File: src/rtl/openc910_axi_reg_slice128.sv
// Full AXI4 register slice between the C910 core master port and the 128-bit slave model.
// Every channel passes through a 2-entry skid buffer, so all outputs are flop-driven.

module openc910_axi_reg_slice128_skid #(
  parameter int W = 8
) (
  input  logic         clk,
  input  logic         rst_n,
  input  logic         up_valid,
  input  logic [W-1:0] up_data,
  output logic         up_ready,
  output logic         dn_valid,
  output logic [W-1:0] dn_data,
  input  logic         dn_ready,
  output logic         busy_d
);

  logic         m_valid_q, m_valid_d;
  logic [W-1:0] m_data_q, m_data_d;
  logic         k_valid_q, k_valid_d;
  logic [W-1:0] k_data_q, k_data_d;
  logic         rdy_q, rdy_d;
  logic         push_s, pop_s;

  // Next-state of main/skid entries; K only fills while M stalls.
  always_comb begin
    push_s    = up_valid & rdy_q;
    pop_s     = m_valid_q & dn_ready;
    m_valid_d = m_valid_q;
    m_data_d  = m_data_q;
    k_valid_d = k_valid_q;
    k_data_d  = k_data_q;
    if (pop_s) begin
      if (k_valid_q) begin
        m_valid_d = 1'b1;
        m_data_d  = k_data_q;
        k_valid_d = 1'b0;
      end else if (push_s) begin
        m_valid_d = 1'b1;
        m_data_d  = up_data;
      end else begin
        m_valid_d = 1'b0;
      end
    end else if (push_s) begin
      if (m_valid_q) begin
        k_valid_d = 1'b1;
        k_data_d  = up_data;
      end else begin
        m_valid_d = 1'b1;
        m_data_d  = up_data;
      end
    end else begin
      m_valid_d = m_valid_q;
    end
    rdy_d  = ~k_valid_d;
    busy_d = m_valid_d | k_valid_d;
  end

  // Buffer state registers.
  always_ff @(posedge clk or negedge rst_n) begin
    if (!rst_n) begin
      m_valid_q <= 1'b0;
      m_data_q  <= '0;
      k_valid_q <= 1'b0;
      k_data_q  <= '0;
      rdy_q     <= 1'b1;
    end else begin
      m_valid_q <= m_valid_d;
      m_data_q  <= m_data_d;
      k_valid_q <= k_valid_d;
      k_data_q  <= k_data_d;
      rdy_q     <= rdy_d;
    end
  end

  assign up_ready = rdy_q;
  assign dn_valid = m_valid_q;
  assign dn_data  = m_data_q;

endmodule

module openc910_axi_reg_slice128 #(
  parameter int ADDR_WIDTH = 40,
  parameter int DATA_WIDTH = 128,
  parameter int ID_WIDTH   = 8
) (
  input  logic                    pll_core_cpuclk,
  input  logic                    pad_cpu_rst_b,
  // AW from core
  input  logic [ADDR_WIDTH-1:0]   awaddr_m,
  input  logic [1:0]              awburst_m,
  input  logic [3:0]              awcache_m,
  input  logic [ID_WIDTH-1:0]     awid_m,
  input  logic [7:0]              awlen_m,
  input  logic [2:0]              awprot_m,
  input  logic [2:0]              awsize_m,
  input  logic                    awvalid_m,
  output logic                    awready_m,
  input  logic [DATA_WIDTH-1:0]   wdata_m,
  input  logic [DATA_WIDTH/8-1:0] wstrb_m,
  input  logic [ID_WIDTH-1:0]     wid_m,
  input  logic                    wlast_m,
  input  logic                    wvalid_m,
  output logic                    wready_m,
  input  logic [ADDR_WIDTH-1:0]   araddr_m,
  input  logic [1:0]              arburst_m,
  input  logic [3:0]              arcache_m,
  input  logic [ID_WIDTH-1:0]     arid_m,
  input  logic [7:0]              arlen_m,
  input  logic [2:0]              arprot_m,
  input  logic [2:0]              arsize_m,
  input  logic                    arvalid_m,
  output logic                    arready_m,
  output logic [ID_WIDTH-1:0]     bid_m,
  output logic [1:0]              bresp_m,
  output logic                    bvalid_m,
  input  logic                    bready_m,
  output logic [DATA_WIDTH-1:0]   rdata_m,
  output logic [ID_WIDTH-1:0]     rid_m,
  output logic                    rlast_m,
  output logic [1:0]              rresp_m,
  output logic                    rvalid_m,
  input  logic                    rready_m,
  // Slave side
  output logic [ADDR_WIDTH-1:0]   awaddr_s,
  output logic [1:0]              awburst_s,
  output logic [3:0]              awcache_s,
  output logic [ID_WIDTH-1:0]     awid_s,
  output logic [7:0]              awlen_s,
  output logic [2:0]              awprot_s,
  output logic [2:0]              awsize_s,
  output logic                    awvalid_s,
  input  logic                    awready_s,
  output logic [DATA_WIDTH-1:0]   wdata_s,
  output logic [DATA_WIDTH/8-1:0] wstrb_s,
  output logic [ID_WIDTH-1:0]     wid_s,
  output logic                    wlast_s,
  output logic                    wvalid_s,
  input  logic                    wready_s,
  output logic [ADDR_WIDTH-1:0]   araddr_s,
  output logic [1:0]              arburst_s,
  output logic [3:0]              arcache_s,
  output logic [ID_WIDTH-1:0]     arid_s,
  output logic [7:0]              arlen_s,
  output logic [2:0]              arprot_s,
  output logic [2:0]              arsize_s,
  output logic                    arvalid_s,
  input  logic                    arready_s,
  input  logic [ID_WIDTH-1:0]     bid_s,
  input  logic [1:0]              bresp_s,
  input  logic                    bvalid_s,
  output logic                    bready_s,
  input  logic [DATA_WIDTH-1:0]   rdata_s,
  input  logic [ID_WIDTH-1:0]     rid_s,
  input  logic                    rlast_s,
  input  logic [1:0]              rresp_s,
  input  logic                    rvalid_s,
  output logic                    rready_s,
  output logic                    idle_o
);

  localparam int AX_W = ADDR_WIDTH + 2 + 4 + ID_WIDTH + 8 + 3 + 3;
  localparam int W_W  = DATA_WIDTH + DATA_WIDTH/8 + ID_WIDTH + 1;
  localparam int B_W  = ID_WIDTH + 2;
  localparam int R_W  = DATA_WIDTH + ID_WIDTH + 1 + 2;

  logic [AX_W-1:0] aw_up_s, aw_dn_s, ar_up_s, ar_dn_s;
  logic [W_W-1:0]  w_up_s, w_dn_s;
  logic [B_W-1:0]  b_up_s, b_dn_s;
  logic [R_W-1:0]  r_up_s, r_dn_s;
  logic            aw_busy_s, w_busy_s, ar_busy_s, b_busy_s, r_busy_s;
  logic            idle_q, idle_d;

  assign aw_up_s = {awaddr_m, awburst_m, awcache_m, awid_m, awlen_m, awprot_m, awsize_m};
  assign {awaddr_s, awburst_s, awcache_s, awid_s, awlen_s, awprot_s, awsize_s} = aw_dn_s;
  assign ar_up_s = {araddr_m, arburst_m, arcache_m, arid_m, arlen_m, arprot_m, arsize_m};
  assign {araddr_s, arburst_s, arcache_s, arid_s, arlen_s, arprot_s, arsize_s} = ar_dn_s;
  assign w_up_s  = {wdata_m, wstrb_m, wid_m, wlast_m};
  assign {wdata_s, wstrb_s, wid_s, wlast_s} = w_dn_s;
  assign b_up_s  = {bid_s, bresp_s};
  assign {bid_m, bresp_m} = b_dn_s;
  assign r_up_s  = {rdata_s, rid_s, rlast_s, rresp_s};
  assign {rdata_m, rid_m, rlast_m, rresp_m} = r_dn_s;

  openc910_axi_reg_slice128_skid #(.W(AX_W)) u_aw (
    .clk(pll_core_cpuclk), .rst_n(pad_cpu_rst_b),
    .up_valid(awvalid_m), .up_data(aw_up_s), .up_ready(awready_m),
    .dn_valid(awvalid_s), .dn_data(aw_dn_s), .dn_ready(awready_s), .busy_d(aw_busy_s));

  openc910_axi_reg_slice128_skid #(.W(W_W)) u_w (
    .clk(pll_core_cpuclk), .rst_n(pad_cpu_rst_b),
    .up_valid(wvalid_m), .up_data(w_up_s), .up_ready(wready_m),
    .dn_valid(wvalid_s), .dn_data(w_dn_s), .dn_ready(wready_s), .busy_d(w_busy_s));

  openc910_axi_reg_slice128_skid #(.W(AX_W)) u_ar (
    .clk(pll_core_cpuclk), .rst_n(pad_cpu_rst_b),
    .up_valid(arvalid_m), .up_data(ar_up_s), .up_ready(arready_m),
    .dn_valid(arvalid_s), .dn_data(ar_dn_s), .dn_ready(arready_s), .busy_d(ar_busy_s));

  openc910_axi_reg_slice128_skid #(.W(B_W)) u_b (
    .clk(pll_core_cpuclk), .rst_n(pad_cpu_rst_b),
    .up_valid(bvalid_s), .up_data(b_up_s), .up_ready(bready_s),
    .dn_valid(bvalid_m), .dn_data(b_dn_s), .dn_ready(bready_m), .busy_d(b_busy_s));

  openc910_axi_reg_slice128_skid #(.W(R_W)) u_r (
    .clk(pll_core_cpuclk), .rst_n(pad_cpu_rst_b),
    .up_valid(rvalid_s), .up_data(r_up_s), .up_ready(rready_s),
    .dn_valid(rvalid_m), .dn_data(r_dn_s), .dn_ready(rready_m), .busy_d(r_busy_s));

  // Idle reflects next buffer occupancy so it is exact right after each edge.
  always_comb begin
    idle_d = ~(aw_busy_s | w_busy_s | ar_busy_s | b_busy_s | r_busy_s);
  end

  // Idle flag register.
  always_ff @(posedge pll_core_cpuclk or negedge pad_cpu_rst_b) begin
    if (!pad_cpu_rst_b) begin
      idle_q <= 1'b1;
    end else begin
      idle_q <= idle_d;
    end
  end

  assign idle_o = idle_q;

endmodule

File: config.mk
export PLATFORM = sky130hd
export DESIGN_NAME = openc910_axi_reg_slice128
export DESIGN_NICKNAME = d
export VERILOG_FILES = /design/src/rtl/openc910_axi_reg_slice128.sv
export SDC_FILE = /design/constraint.sdc
export NUM_CORES = 2
export LEC_CHECK = 0
export BUFFER_PORTS_ARGS = -buffer_cell sky130_fd_sc_hd__clkbuf_2
export CAP_MARGIN = 5
export CORE_AREA = 8 8 341 343
export CTS_CLUSTER_SIZE = 40
export DETAILED_ROUTE_END_ITERATION = 7
export DIE_AREA = 0 0 349 351
export PLACE_DENSITY = 0.63
export SYNTH_ARGS = -nofsm -noshare
export SYNTH_HDL_FRONTEND = slang
export SYNTH_SLANG_ARGS = --single-unit
File: constraint.sdc
create_clock -name pll_core_cpuclk -period 4.2 [get_ports pll_core_cpuclk]
set_input_delay 1.26 -clock pll_core_cpuclk [delete_from_list [all_inputs] [get_ports pll_core_cpuclk]]
set_output_delay 1.26 -clock pll_core_cpuclk [all_outputs]
set_load 0.02 [all_outputs]
==> key figures <==
Run
  – Max Cap Viol: 0

Setup path
  – Crit path launch type: flop
  – Crit path depth: 1
  – Top delay family on crit path: flip-flops
  – Slowest CP cell: dfrtp_1
  – Buf+Inv Stages, Crit Path: 1
  – R2R Path Start: u_r.dn_valid
  – RR Endpoint: u_r.k_data_q[20]
  – Max incr delay on CP: 0.50 ns
  – Critical path peak fanout: 7
  – CP required: 2.94 ns
  – Setup CP Type: flop to primary output
  – Critical Path, Cell by Cell: clkbuf_2
  – Worst r2r path cells: 4
  – CP Capture Type: primary output
  – Worst endpoint data arrival time: 1.54 ns
  – Internal reg-to-reg setup slack: 1.87 ns

Synth
  – Most frequent cell after synthesis: nand2_1
  – Top cells by area, synth: dfrtp_1 60%, mux2i_1 12%, nand2_1 9.3%, mux2_2 8.1%, o21ai_0 6.0%
  – Number of synthesis warnings: 0
  – Mapped Nets: 3670
  – Post-Syn Instances: 3220
  – Number of synthesized flops with an enable pin: 0
  – Yosys top cell area share: 60.2%
  – Leading area contributor after synthesis: dfrtp_1
  – Post-synth ARST share: 100%
  – Top cells by count, synth: 913 x nand2_1, 886 x dfrtp_1, 443 x o21ai_0, 438 x mux2i_1, 265 x mux2_2
  – Register bit total from synthesis: 892
  – Synth cell types: 30
  – Sequential fraction of the synthesis area: 60.6%
  – Mapped Area: 36800 µm²
  – Ys flop type: dfrtp_1
  – Mean Syn Cell Area: 11.4 µm²

Global routing
  – Initial antenna violation count: 28
  – Gr usage total: 17.1%
  – Largest net degree at the start of global routing: 121
  – First-pass GRT wire length: 165 mm
  – GRT Residual Overflow: 0
  – Vias in the first global route: 27500

Hold path
  – Hold Crit Start: u_w.k_data_q[69]
  – Worst Hold Class: flop to flop
  – Hold Crit Depth: 2
  – Hold endpoint: u_w.k_data_q[69]

Floorplan
  – Die Area: 122000 µm²
  – Num rows: 123
  – Placeable Area: 111000 µm²
  – Initial Utilization: 33.1%
  – Die height: 351 µm
  – Die W: 349 µm
  – I/O pin total: 899

Routing
  – DRC viols: 0
  – Drt via density: 4.66
  – Vias after detailed routing: 26400
  – Routed len/inst: 19.2 µm
  – TritonRoute pass-1 iters: 5
  – DRT Wirelength: 109 mm
  – Post-route ant nets: 0
  – DR iter-0 viols: 1361

Clock tree
  – H-tree levels: 3
  – Hold_buf cts: 0
  – Clk pin slew, worst setup/hold paths: 0.06 ns
  – CTS tree: done
  – CTS root buf: clkbuf_16
  – Post-CTS Setup Inserts: 0
  – Total CTS buffers: 95
  – Worst skew pair latency: 0.66 ns
  – Clock Sinks: 892
  – Longest Clk Path Bufs: 3
  – CTS resizes: 0

STA
  – Final setup violation count: 0
  – Final number of max-transition violations: 0
  – Min Tclk post-route: 2.80 ns
  – Relative slew slack: 42.8%
  – Hold Fails Final Rpt: 0
  – Clk_skew: 0.0463 ns
  – TNS Setup: 0 ns
  – Fin crit share: 66.8%
  – Fmax: 0.357 GHz
  – Worst-Margin Slew: 0.855 ns
  – RSZ-0062 raised after global routing: false

Cells and area
  – Layout cells sized above 1: 34.1%
  – Synth-to-Final Area Change: 26.1%
  – Nets: 4521
  – Utilization after layout: 41.8%

Pwr
  – Clk pwr share: 22.8%
  – Sequential power share: 41.5%
  – Internal power: 22.7 mW
  – Pwr dens: 793 nW/µm²
  – Logic gate share of total power: 35.7%
  – Psw: 14.1 mW
  – Pleak: 25.2 nW
  – Peak supply drop: 0.000409 V
  – Sw Share: 38.4%

Placement
  – Number of port buffers: 898
  – Final RePlAce weighted congestion: 0.821
  – Final HPWL DP: 79.6 mm

Run status
  – Status: completed
[cell families after synthesis]
logic type / after synthesis / share of synthesized area, %
multiplexers: 723 / 20.8
AND/OR/NAND/NOR: 933 / 9.62
buffers and inverters: 215 / 2.66
AO/OA/AOI/OAI: 457 / 6.31
flip-flops: 892 / 60.6
[stage by stage]
| stage | cell area (µm²) | total power [mW] | instances | setup WS [ns] | hold WS (ns) |
|---|---|---|---|---|---|
| 6_report | 46500 | 36.8 | 5671 | 1.40 | 0.471 |
| 5_1_grt | 46400 | 39.3 | 5662 | 1.31 | 0.491 |
| 4_1_cts | 46400 | 37.4 | 5643 | 1.33 | 0.476 |
| 3_5_place_dp | 43200 | 28.8 | 5474 | 1.03 | 0.461 |
| 3_3_place_gp | 43200 | 28.3 | 5474 | 1.05 | 0.456 |
| 2_1_floorplan | 36800 | 23.5 | 3220 | 1.72 | 0.445 |
[cells in the final DEF (no fill, tap or decap), types with 2 or more instances in the layout]
cell type / n
clkinv_2: 12
diode_2: 28
a22o_1: 2
nand2_1: 912
nand2b_1: 2
buf_4: 31
o21ai_0: 443
nand3_4: 6
dfrtp_1: 886
mux2_4: 20
clkbuf_2: 897
clkinvlp_4: 3
buf_12: 30
clkbuf_8: 25
clkbuf_16: 95
inv_6: 2
inv_1: 9
bufinv_16: 4
clkinv_16: 2
a21o_1: 2
clkbuf_1: 23
dfstp_2: 6
a21o_4: 2
mux2i_1: 438
a31oi_1: 3
nor2b_1: 2
mux2_2: 265
inv_16: 2
nor4_1: 2
a21oi_1: 3
[layout make-up]
type	count	area [µm²]
fill	10700	64800
sequential	892	22300
multi-input combinational	2113	13700
timing repair buffer	959	5340
clock buffer	143	2810
tap	1500	1880
clock inverter	26	337
antenna	28	70.1
inverter	10	37.5
[worst max-delay path by stage]
stage | slack, ns | to | start
after floorplan | 1.72 | u_aw.k_data_q[46] | awready_s
after global placement | 1.05 | u_w.k_data_q[43] | wready_s
after detailed placement | 1.03 | u_w.k_data_q[8] | wready_s
after CTS | 1.33 | rvalid_m | u_r.dn_valid
after global routing | 1.31 | rvalid_m | u_r.dn_valid
final | 1.40 | rvalid_m | u_r.dn_valid
[power by group through the flow]
stage          Combinational [mW]  Sequential [mW]  Clock [mW]
3_3_place_gp                 13.1             15.2           0
5_1_grt                      14.5             15.8        8.98
3_5_place_dp                 13.4             15.4           0
2_1_floorplan                6.16             17.3           0
4_1_cts                      13.4             15.3        8.66
6_report                     13.1             15.3        8.41
[sequential cells by signal, summed over array words and instances, names as in the netlist, 10 cells and up]
signal and flops:
u_ar.dn_data 68, u_ar.k_data_q 68, u_aw.dn_data 68, u_aw.k_data_q 68, u_b.dn_data 10, u_b.k_data_q 10
u_r.dn_data 139, u_r.k_data_q 139, u_w.dn_data 153, u_w.k_data_q 153
[layer usage]
layer / track usage (%) / share of wire, %
met1: 20.7 / 41
met2: 28.5 / 48
met3: 5.44 / 7.6
met4: 6.73 / 3.3
met5: 0 / 0.056
Power figures use the tool's default switching activity.
